**src/rtl/link_scheduler.sv**
```systemverilog
// Purpose: half-duplex channel scheduler; buffers cipher blocks, launches them while PTT holds the channel, gates rx.
// Latency: enqueue-to-launch 2 cycles (empty FIFO, tx idle); rx_valid_in to rx_valid_out 1 cycle; all outputs registered.
// Backpressure: tx_busy_in and a 2-cycle post-launch lockout stall launches; a full 2-entry FIFO drops the newest block.
module link_scheduler #(
  parameter int WIDTH          = 128,
  parameter int GUARD_CYCLES   = 1000,
  parameter int RX_HOLD_CYCLES = 200000
) (
  input  logic             clk_in,
  input  logic             rst_in,
  input  logic             ptt_in,
  input  logic             blk_valid_in,
  input  logic [WIDTH-1:0] blk_in,
  input  logic             tx_busy_in,
  output logic             tx_valid_out,
  output logic [WIDTH-1:0] tx_data_out,
  input  logic             rx_valid_in,
  output logic             rx_valid_out,
  output logic             remote_sel_out,
  output logic [2:0]       state_out,
  output logic [7:0]       drop_count_out
);

  typedef enum logic [2:0] {
    S_LISTEN = 3'd0,
    S_RX     = 3'd1,
    S_ARM    = 3'd2,
    S_RUN    = 3'd3,
    S_DRAIN  = 3'd4
  } state_t;

  // One down-counter serves both the TX guard time and the RX hold time.
  localparam int MAXC = (GUARD_CYCLES > RX_HOLD_CYCLES) ? GUARD_CYCLES : RX_HOLD_CYCLES;
  localparam int CW   = $clog2(MAXC + 2);
  localparam logic [CW-1:0] C_GUARD = CW'(GUARD_CYCLES);
  localparam logic [CW-1:0] C_HOLD  = CW'(RX_HOLD_CYCLES);
  localparam logic [CW-1:0] C_ONE   = CW'(1);

  state_t             r_state;
  state_t             w_next;
  logic [CW-1:0]      r_cnt;
  logic [CW-1:0]      w_cnt_next;
  logic [1:0]         r_lock;
  logic [WIDTH-1:0]   r_fifo0;
  logic [WIDTH-1:0]   r_fifo1;
  logic [1:0]         r_fcnt;
  logic               r_tx_vld;
  logic [WIDTH-1:0]   r_tx_dat;
  logic               r_rx_vld;
  logic               r_remote;
  logic [7:0]         r_drop;

  logic w_tx_mode;
  logic w_lock_clr;
  logic w_launch;
  logic w_flush;
  logic w_enq_ok;
  logic w_full;
  logic w_push;
  logic w_drop;

  assign w_tx_mode  = (r_state == S_RUN) || (r_state == S_DRAIN);
  assign w_lock_clr = (r_lock == 2'd0);
  assign w_launch   = w_tx_mode && (r_fcnt != 2'd0) && !tx_busy_in && w_lock_clr;
  // Abandoning the arm phase discards anything queued so a stale block never leaks into a later talk burst.
  assign w_flush    = (r_state == S_ARM) && !ptt_in;
  assign w_enq_ok   = ((r_state == S_ARM) && ptt_in) || (r_state == S_RUN);
  assign w_full     = (r_fcnt == 2'd2);
  // A same-cycle pop frees the slot first, so a full FIFO still accepts the block.
  assign w_push     = blk_valid_in && w_enq_ok && (!w_full || w_launch);
  assign w_drop     = blk_valid_in && w_enq_ok && w_full && !w_launch;

  // State and shared counter registers.
  always_ff @(posedge clk_in) begin
    if (!rst_in) begin
      r_state <= S_LISTEN;
      r_cnt   <= '0;
    end else begin
      r_state <= w_next;
      r_cnt   <= w_cnt_next;
    end
  end

  // Next-state and counter logic; receive has priority over PTT and there is no barge-in during RX.
  always_comb begin
    w_next     = r_state;
    w_cnt_next = r_cnt;
    case (r_state)
      S_LISTEN: begin
        if (rx_valid_in) begin
          w_next     = S_RX;
          w_cnt_next = C_HOLD;
        end else if (ptt_in) begin
          w_next     = S_ARM;
          w_cnt_next = C_GUARD;
        end
      end
      S_RX: begin
        if (rx_valid_in) begin
          w_cnt_next = C_HOLD;
        end else if (r_cnt <= C_ONE) begin
          w_next     = S_LISTEN;
          w_cnt_next = '0;
        end else begin
          w_cnt_next = r_cnt - C_ONE;
        end
      end
      S_ARM: begin
        if (!ptt_in) begin
          w_next     = S_LISTEN;
          w_cnt_next = '0;
        end else if (r_cnt <= C_ONE) begin
          w_next     = S_RUN;
          w_cnt_next = '0;
        end else begin
          w_cnt_next = r_cnt - C_ONE;
        end
      end
      S_RUN: begin
        if (!ptt_in) begin
          w_next = S_DRAIN;
        end
      end
      S_DRAIN: begin
        if (ptt_in) begin
          w_next = S_RUN;
        end else if ((r_fcnt == 2'd0) && !tx_busy_in && w_lock_clr) begin
          w_next = S_LISTEN;
        end
      end
      default: begin
        w_next     = S_LISTEN;
        w_cnt_next = '0;
      end
    endcase
  end

  // Launch lockout: masks tx_busy_in for the two cycles the transmitter needs to raise it.
  always_ff @(posedge clk_in) begin
    if (!rst_in) begin
      r_lock <= 2'd0;
    end else if (w_launch) begin
      r_lock <= 2'd2;
    end else if (r_lock != 2'd0) begin
      r_lock <= r_lock - 2'd1;
    end
  end

  // Two-entry FIFO with the head always in r_fifo0; pop shifts, push fills the first free slot.
  always_ff @(posedge clk_in) begin
    if (!rst_in) begin
      r_fcnt  <= 2'd0;
      r_fifo0 <= '0;
      r_fifo1 <= '0;
    end else if (w_flush) begin
      r_fcnt <= 2'd0;
    end else begin
      case ({w_launch, w_push})
        2'b11: begin
          if (r_fcnt == 2'd2) begin
            r_fifo0 <= r_fifo1;
            r_fifo1 <= blk_in;
          end else begin
            r_fifo0 <= blk_in;
          end
        end
        2'b10: begin
          r_fifo0 <= r_fifo1;
          r_fcnt  <= r_fcnt - 2'd1;
        end
        2'b01: begin
          if (r_fcnt == 2'd0) begin
            r_fifo0 <= blk_in;
          end else begin
            r_fifo1 <= blk_in;
          end
          r_fcnt <= r_fcnt + 2'd1;
        end
        default: begin
        end
      endcase
    end
  end

  // Registered outputs: launch strobe/data, echo-suppressed rx strobe, audio select and drop counter.
  always_ff @(posedge clk_in) begin
    if (!rst_in) begin
      r_tx_vld <= 1'b0;
      r_tx_dat <= '0;
      r_rx_vld <= 1'b0;
      r_remote <= 1'b1;
      r_drop   <= 8'd0;
    end else begin
      r_tx_vld <= w_launch;
      if (w_launch) begin
        r_tx_dat <= r_fifo0;
      end
      r_rx_vld <= rx_valid_in && ((r_state == S_LISTEN) || (r_state == S_RX));
      r_remote <= (w_next == S_LISTEN) || (w_next == S_RX);
      if (w_drop && (r_drop != 8'hFF)) begin
        r_drop <= r_drop + 8'd1;
      end
    end
  end

  assign tx_valid_out   = r_tx_vld;
  assign tx_data_out    = r_tx_dat;
  assign rx_valid_out   = r_rx_vld;
  assign remote_sel_out = r_remote;
  assign state_out      = r_state;
  assign drop_count_out = r_drop;

endmodule

```
**config.mk**
```make
export PLATFORM = sky130hd
export DESIGN_NAME = link_scheduler
export DESIGN_NICKNAME = d
export VERILOG_FILES = /design/src/rtl/link_scheduler.sv
export SDC_FILE = /design/constraint.sdc
export NUM_CORES = 1
export LEC_CHECK = 0
export CAP_MARGIN = 40
export CORE_AREA = 8 8 276 145
export CTS_CLUSTER_DIAMETER = 60
export DETAILED_ROUTE_END_ITERATION = 6
export DIE_AREA = 0 0 284 153
export PLACE_DENSITY = 0.77
export SKIP_LAST_GASP = 1
export SYNTH_ARGS = -nofsm -noshare
export SYNTH_HDL_FRONTEND = slang
export SYNTH_SLANG_ARGS = --single-unit
```
**constraint.sdc**
```tcl
create_clock -name clk_in -period 8.2 [get_ports clk_in]
set_clock_uncertainty 0.1 [all_clocks]
set_input_delay 1.64 -clock clk_in [delete_from_list [all_inputs] [get_ports clk_in]]
set_output_delay 1.64 -clock clk_in [all_outputs]
set_load 0.01 [all_outputs]
```
==> PnR_summary.wiki <==
{| class="wikitable"
! Metric !! Value
|-
| Synthesized net count || 2800
|-
| Vias in the first global route || 18300
|-
| Post-route minimum period || 5.82 ns
|-
| CTS max path bufs || 3
|-
| Arrival time worst endpoint || 6.12 ns
|-
| Area Growth Syn to Fin || 22.1%
|-
| Rows || 50
|-
| Distinct cells, synth || 55
|-
| Cell types with the largest area share after synthesis || sky130_fd_sc_hd__dfxtp_1 45%, sky130_fd_sc_hd__nand2_1 23%, sky130_fd_sc_hd__a21oi_1 11%
|-
| Remaining Overflow, GRT || 0
|-
| H-tree depth reported by CTS || 2
|-
| Cell count after synthesis || 2659
|-
| Leakage || 0.00758 uW
|-
| Worst path cell trace || clkdlybuf4s50_1 -> nor3_1 -> o211ai_4 -> inv_4 -> o21ai_0 -> inv_1 -> ha_4 -> o21ai_0 -> or3_4 -> buf_4 -> nand2_1 -> a21oi_1
|-
| Number of vias per cell after detailed routing || 5.75
|-
| Effective utilization at floorplan || 51.7%
|-
| Total of hold buffers inserted after clock tree synthesis || 0
|-
| Number of flops mapped to enable cells by yosys || 0
|-
| Die Footprint || 43500 um^2
|-
| DRT Wirelength || 58100 um
|-
| Routability congestion estimate from global placement || 0.853
|-
| Fraction of registers with async set/reset || 0%
|-
| Wire length of the first global-routing pass || 94300 um
|-
| Clock latency on the worst-skew pair || 0.54 ns
|-
| Fraction of post-synthesis cell area in the top cell type by area || 44.6%
|-
| Hold violation count in the final report || 0
|-
| Count of port buffers added during placement || 275
|-
| Worst max-slew margin expressed relative to the limit || 33.2%
|-
| Max Transition Viols Final || 0
|-
| Post-route cell area || 23000 um^2
|-
| Upper clock frequency limit || 172 MHz
|-
| Count of pins on the block boundary || 276
|-
| TritonRoute pass-1 iters || 6
|-
| Number of routed nets with antenna violations || 0
|-
| Class of the most critical hold timing path || flip-flop to flip-flop
|-
| Slowest stage cell, crit path || sky130_fd_sc_hd__ha_4
|-
| Post-DP HPWL || 35800 um
|-
| Primary flip-flop cell chosen by synthesis mapping || sky130_fd_sc_hd__dfxtp_1
|-
| Horizontal extent of the die || 284 um
|-
| Synth warnings || 0
|-
| Final #Nets || 2915
|-
| RSZ-0062 raised after global routing || false
|-
| TritonCTS sink count || 420
|-
| Final clock period utilization by the worst path || 71.0%
|-
| Transition at the pin with the smallest max-transition slack || 0.988 ns
|-
| Total negative slack || 0 ns
|-
| Most Frequent Cell on Critical Path || sky130_fd_sc_hd__o21ai_0
|-
| CP Data Required Time || 8.49 ns
|-
| Worst setup slack after layout || 2.38 ns
|-
| Worst Setup End Kind || flip-flop
|-
| Area leader, netlist || sky130_fd_sc_hd__dfxtp_1
|-
| Clock-pin slew on the worst setup and hold paths || 0.07 ns
|-
| Y dimension of the die || 153 um
|-
| Number of maximum-capacitance violations || 0
|-
| All-layer global routing usage || 25.3%
|-
| Cell area after placement || 21700 um^2
|-
| Power per unit of standard cell area || 186 nW/um^2
|-
| Setup Viol. Count Final || 0
|-
| Share of cells above drive strength 1 || 3.68%
|-
| Maximum number of pins on one net before global-route repair || 164
|-
| Sequential cell area fraction in the yosys report || 44.6%
|-
| Worst VDD drop || 0.000116 V
|-
| Via count || 19000
|-
| Type of the setup path with the least slack || input pin to flip-flop
|-
| Wire per inst || 17.6 um
|-
| Worst hold margin || 0.343 ns
|-
| Clock tree from TritonCTS || yes
|-
| CORE AREA || 36400 um^2
|-
| Critical-path maximum fanout || 63
|-
| Post-synthesis area per instance || 7.08 um^2
|-
| DRC violations left || 0
|-
| Number of antenna violations at the first check in global routing || 6
|-
| Count of buffers added by post-CTS timing repair for setup || 0
|-
| CTS Buf Count || 40
|-
| DP Worst Slack || 1.91 ns
|-
| Post-cts resize count || 0
|-
| Number of DRC markers after the initial detailed-route iteration || 1972
|-
| Largest stage delay on the critical path || 0.75 ns
|-
| Cell types with the highest counts after synthesis || 1173 x sky130_fd_sc_hd__nand2_1, 420 x sky130_fd_sc_hd__dfxtp_1, 407 x sky130_fd_sc_hd__a21oi_1
|-
| Startpoint type of the worst setup path || input pin
|-
| Dominant cell by count in the synthesized netlist || sky130_fd_sc_hd__nand2_1
|-
| FF+latch count, synth || 420
|-
| Combined area of all synthesized cells || 18800 um^2
|-
| Clock root buffer || sky130_fd_sc_hd__clkbuf_16
|-
| Result of the run || finished clean
|}
-- through the flow --
stage               std cells  power [uW]  utilization, %
detailed placement       3226        2450            59.6
global route             3300        4430            63.2
global placement         3220        2430            59.2
finish                   3300        4280            63.2
CTS                      3296        4300            63.2
floorplan                2659        2310               -
-- logic make-up after synthesis --
group | after synthesis | share of synthesized area [%]
compound gates | 712 | 22.9
xor+xnor | 6 | 0.279
fa+ha+maj | 7 | 0.465
buf+inv | 240 | 5.16
flops | 420 | 44.6
mux | 3 | 0.159
simple gates | 1271 | 26.4
-- cell type report --
| cell class | count | area [um^2] |
|---|---|---|
| diodes | 4 | 10.0 |
| clock buffers | 63 | 1200 |
| clock inverters | 7 | 98.8 |
| fillers | 3115 | 13400 |
| inverters | 10 | 47.5 |
| multi-input cells | 1999 | 9550 |
| flip-flops and latches | 420 | 8410 |
| well taps | 494 | 618 |
| repair buffers | 303 | 3070 |
-- path summary, 6_finish.rpt --
check                            start                            end  slack, ns  cells past startpoint
max                         tx_busy_in       r_fifo1[20]$_SDFFE_PN0P_       2.38                     12
max reg2reg    state_out[2]$_SDFF_PN0_       r_fifo1[20]$_SDFFE_PN0P_       3.19                     11
min reg2reg  r_fifo0[112]$_SDFFE_PN0P_  tx_data_out[112]$_SDFFE_PN0P_       0.34                      2
min          r_fifo0[112]$_SDFFE_PN0P_  tx_data_out[112]$_SDFFE_PN0P_       0.34                      2
-- sequential cells by signal (all words and copies together) (netlist names) --
register        count
remote_sel_out      1
tx_valid_out        1
r_cnt              18
drop_count_out      8
r_lock              2
r_fifo0           128
rx_valid_out        1
tx_data_out       128
r_fcnt              2
r_fifo1           128
state_out           3
-- critical path: cells and delay by family --
family          cells  cell delay [ns]
simple gates        3             1.17
buf+inv             4             1.50
fa+ha+maj           1             0.75
compound gates      4             0.98
-- metal layers --
layer	wire length [um]	vias to the layer above	share of wire, %	track usage, %
li1	-	9170	-	-
met1	24900	9005	43	33.1
met2	27700	718	48	42.5
met3	4360	94	7.5	5.05
met4	1090	4	1.9	6.73
met5	26	-	0.045	0
-- cell usage in the layout (no fill, tap or decap), types with 4 or more instances in the layout --
cell and instances:
sky130_fd_sc_hd__nand4_1 9, sky130_fd_sc_hd__buf_4 21, sky130_fd_sc_hd__nor4_1 5, sky130_fd_sc_hd__nand3_1 13
sky130_fd_sc_hd__dfxtp_1 420, sky130_fd_sc_hd__buf_12 4, sky130_fd_sc_hd__a22oi_1 129, sky130_fd_sc_hd__nand2_1 1173
sky130_fd_sc_hd__a21oi_1 407, sky130_fd_sc_hd__clkdlybuf4s50_1 275, sky130_fd_sc_hd__a221oi_1 4, sky130_fd_sc_hd__nor3_1 13
sky130_fd_sc_hd__inv_1 8, sky130_fd_sc_hd__o211ai_1 129, sky130_fd_sc_hd__nand2b_1 4, sky130_fd_sc_hd__clkbuf_16 41
sky130_fd_sc_hd__clkbuf_8 9, sky130_fd_sc_hd__a31oi_1 5, sky130_fd_sc_hd__ha_1 4, sky130_fd_sc_hd__clkbuf_1 13
sky130_fd_sc_hd__nor2_1 22, sky130_fd_sc_hd__o21ai_0 15, sky130_fd_sc_hd__diode_2 4, sky130_fd_sc_hd__or3_1 5
-- power breakdown --
group          leakage, uW  total [uW]  switching (uW)  internal [uW]
logic              0.00356         325             196            129
clock network     0.000631        1870             801           1070
registers          0.00339        2080            21.4           2060
Note: power is estimated with default switching activity, not from simulation.
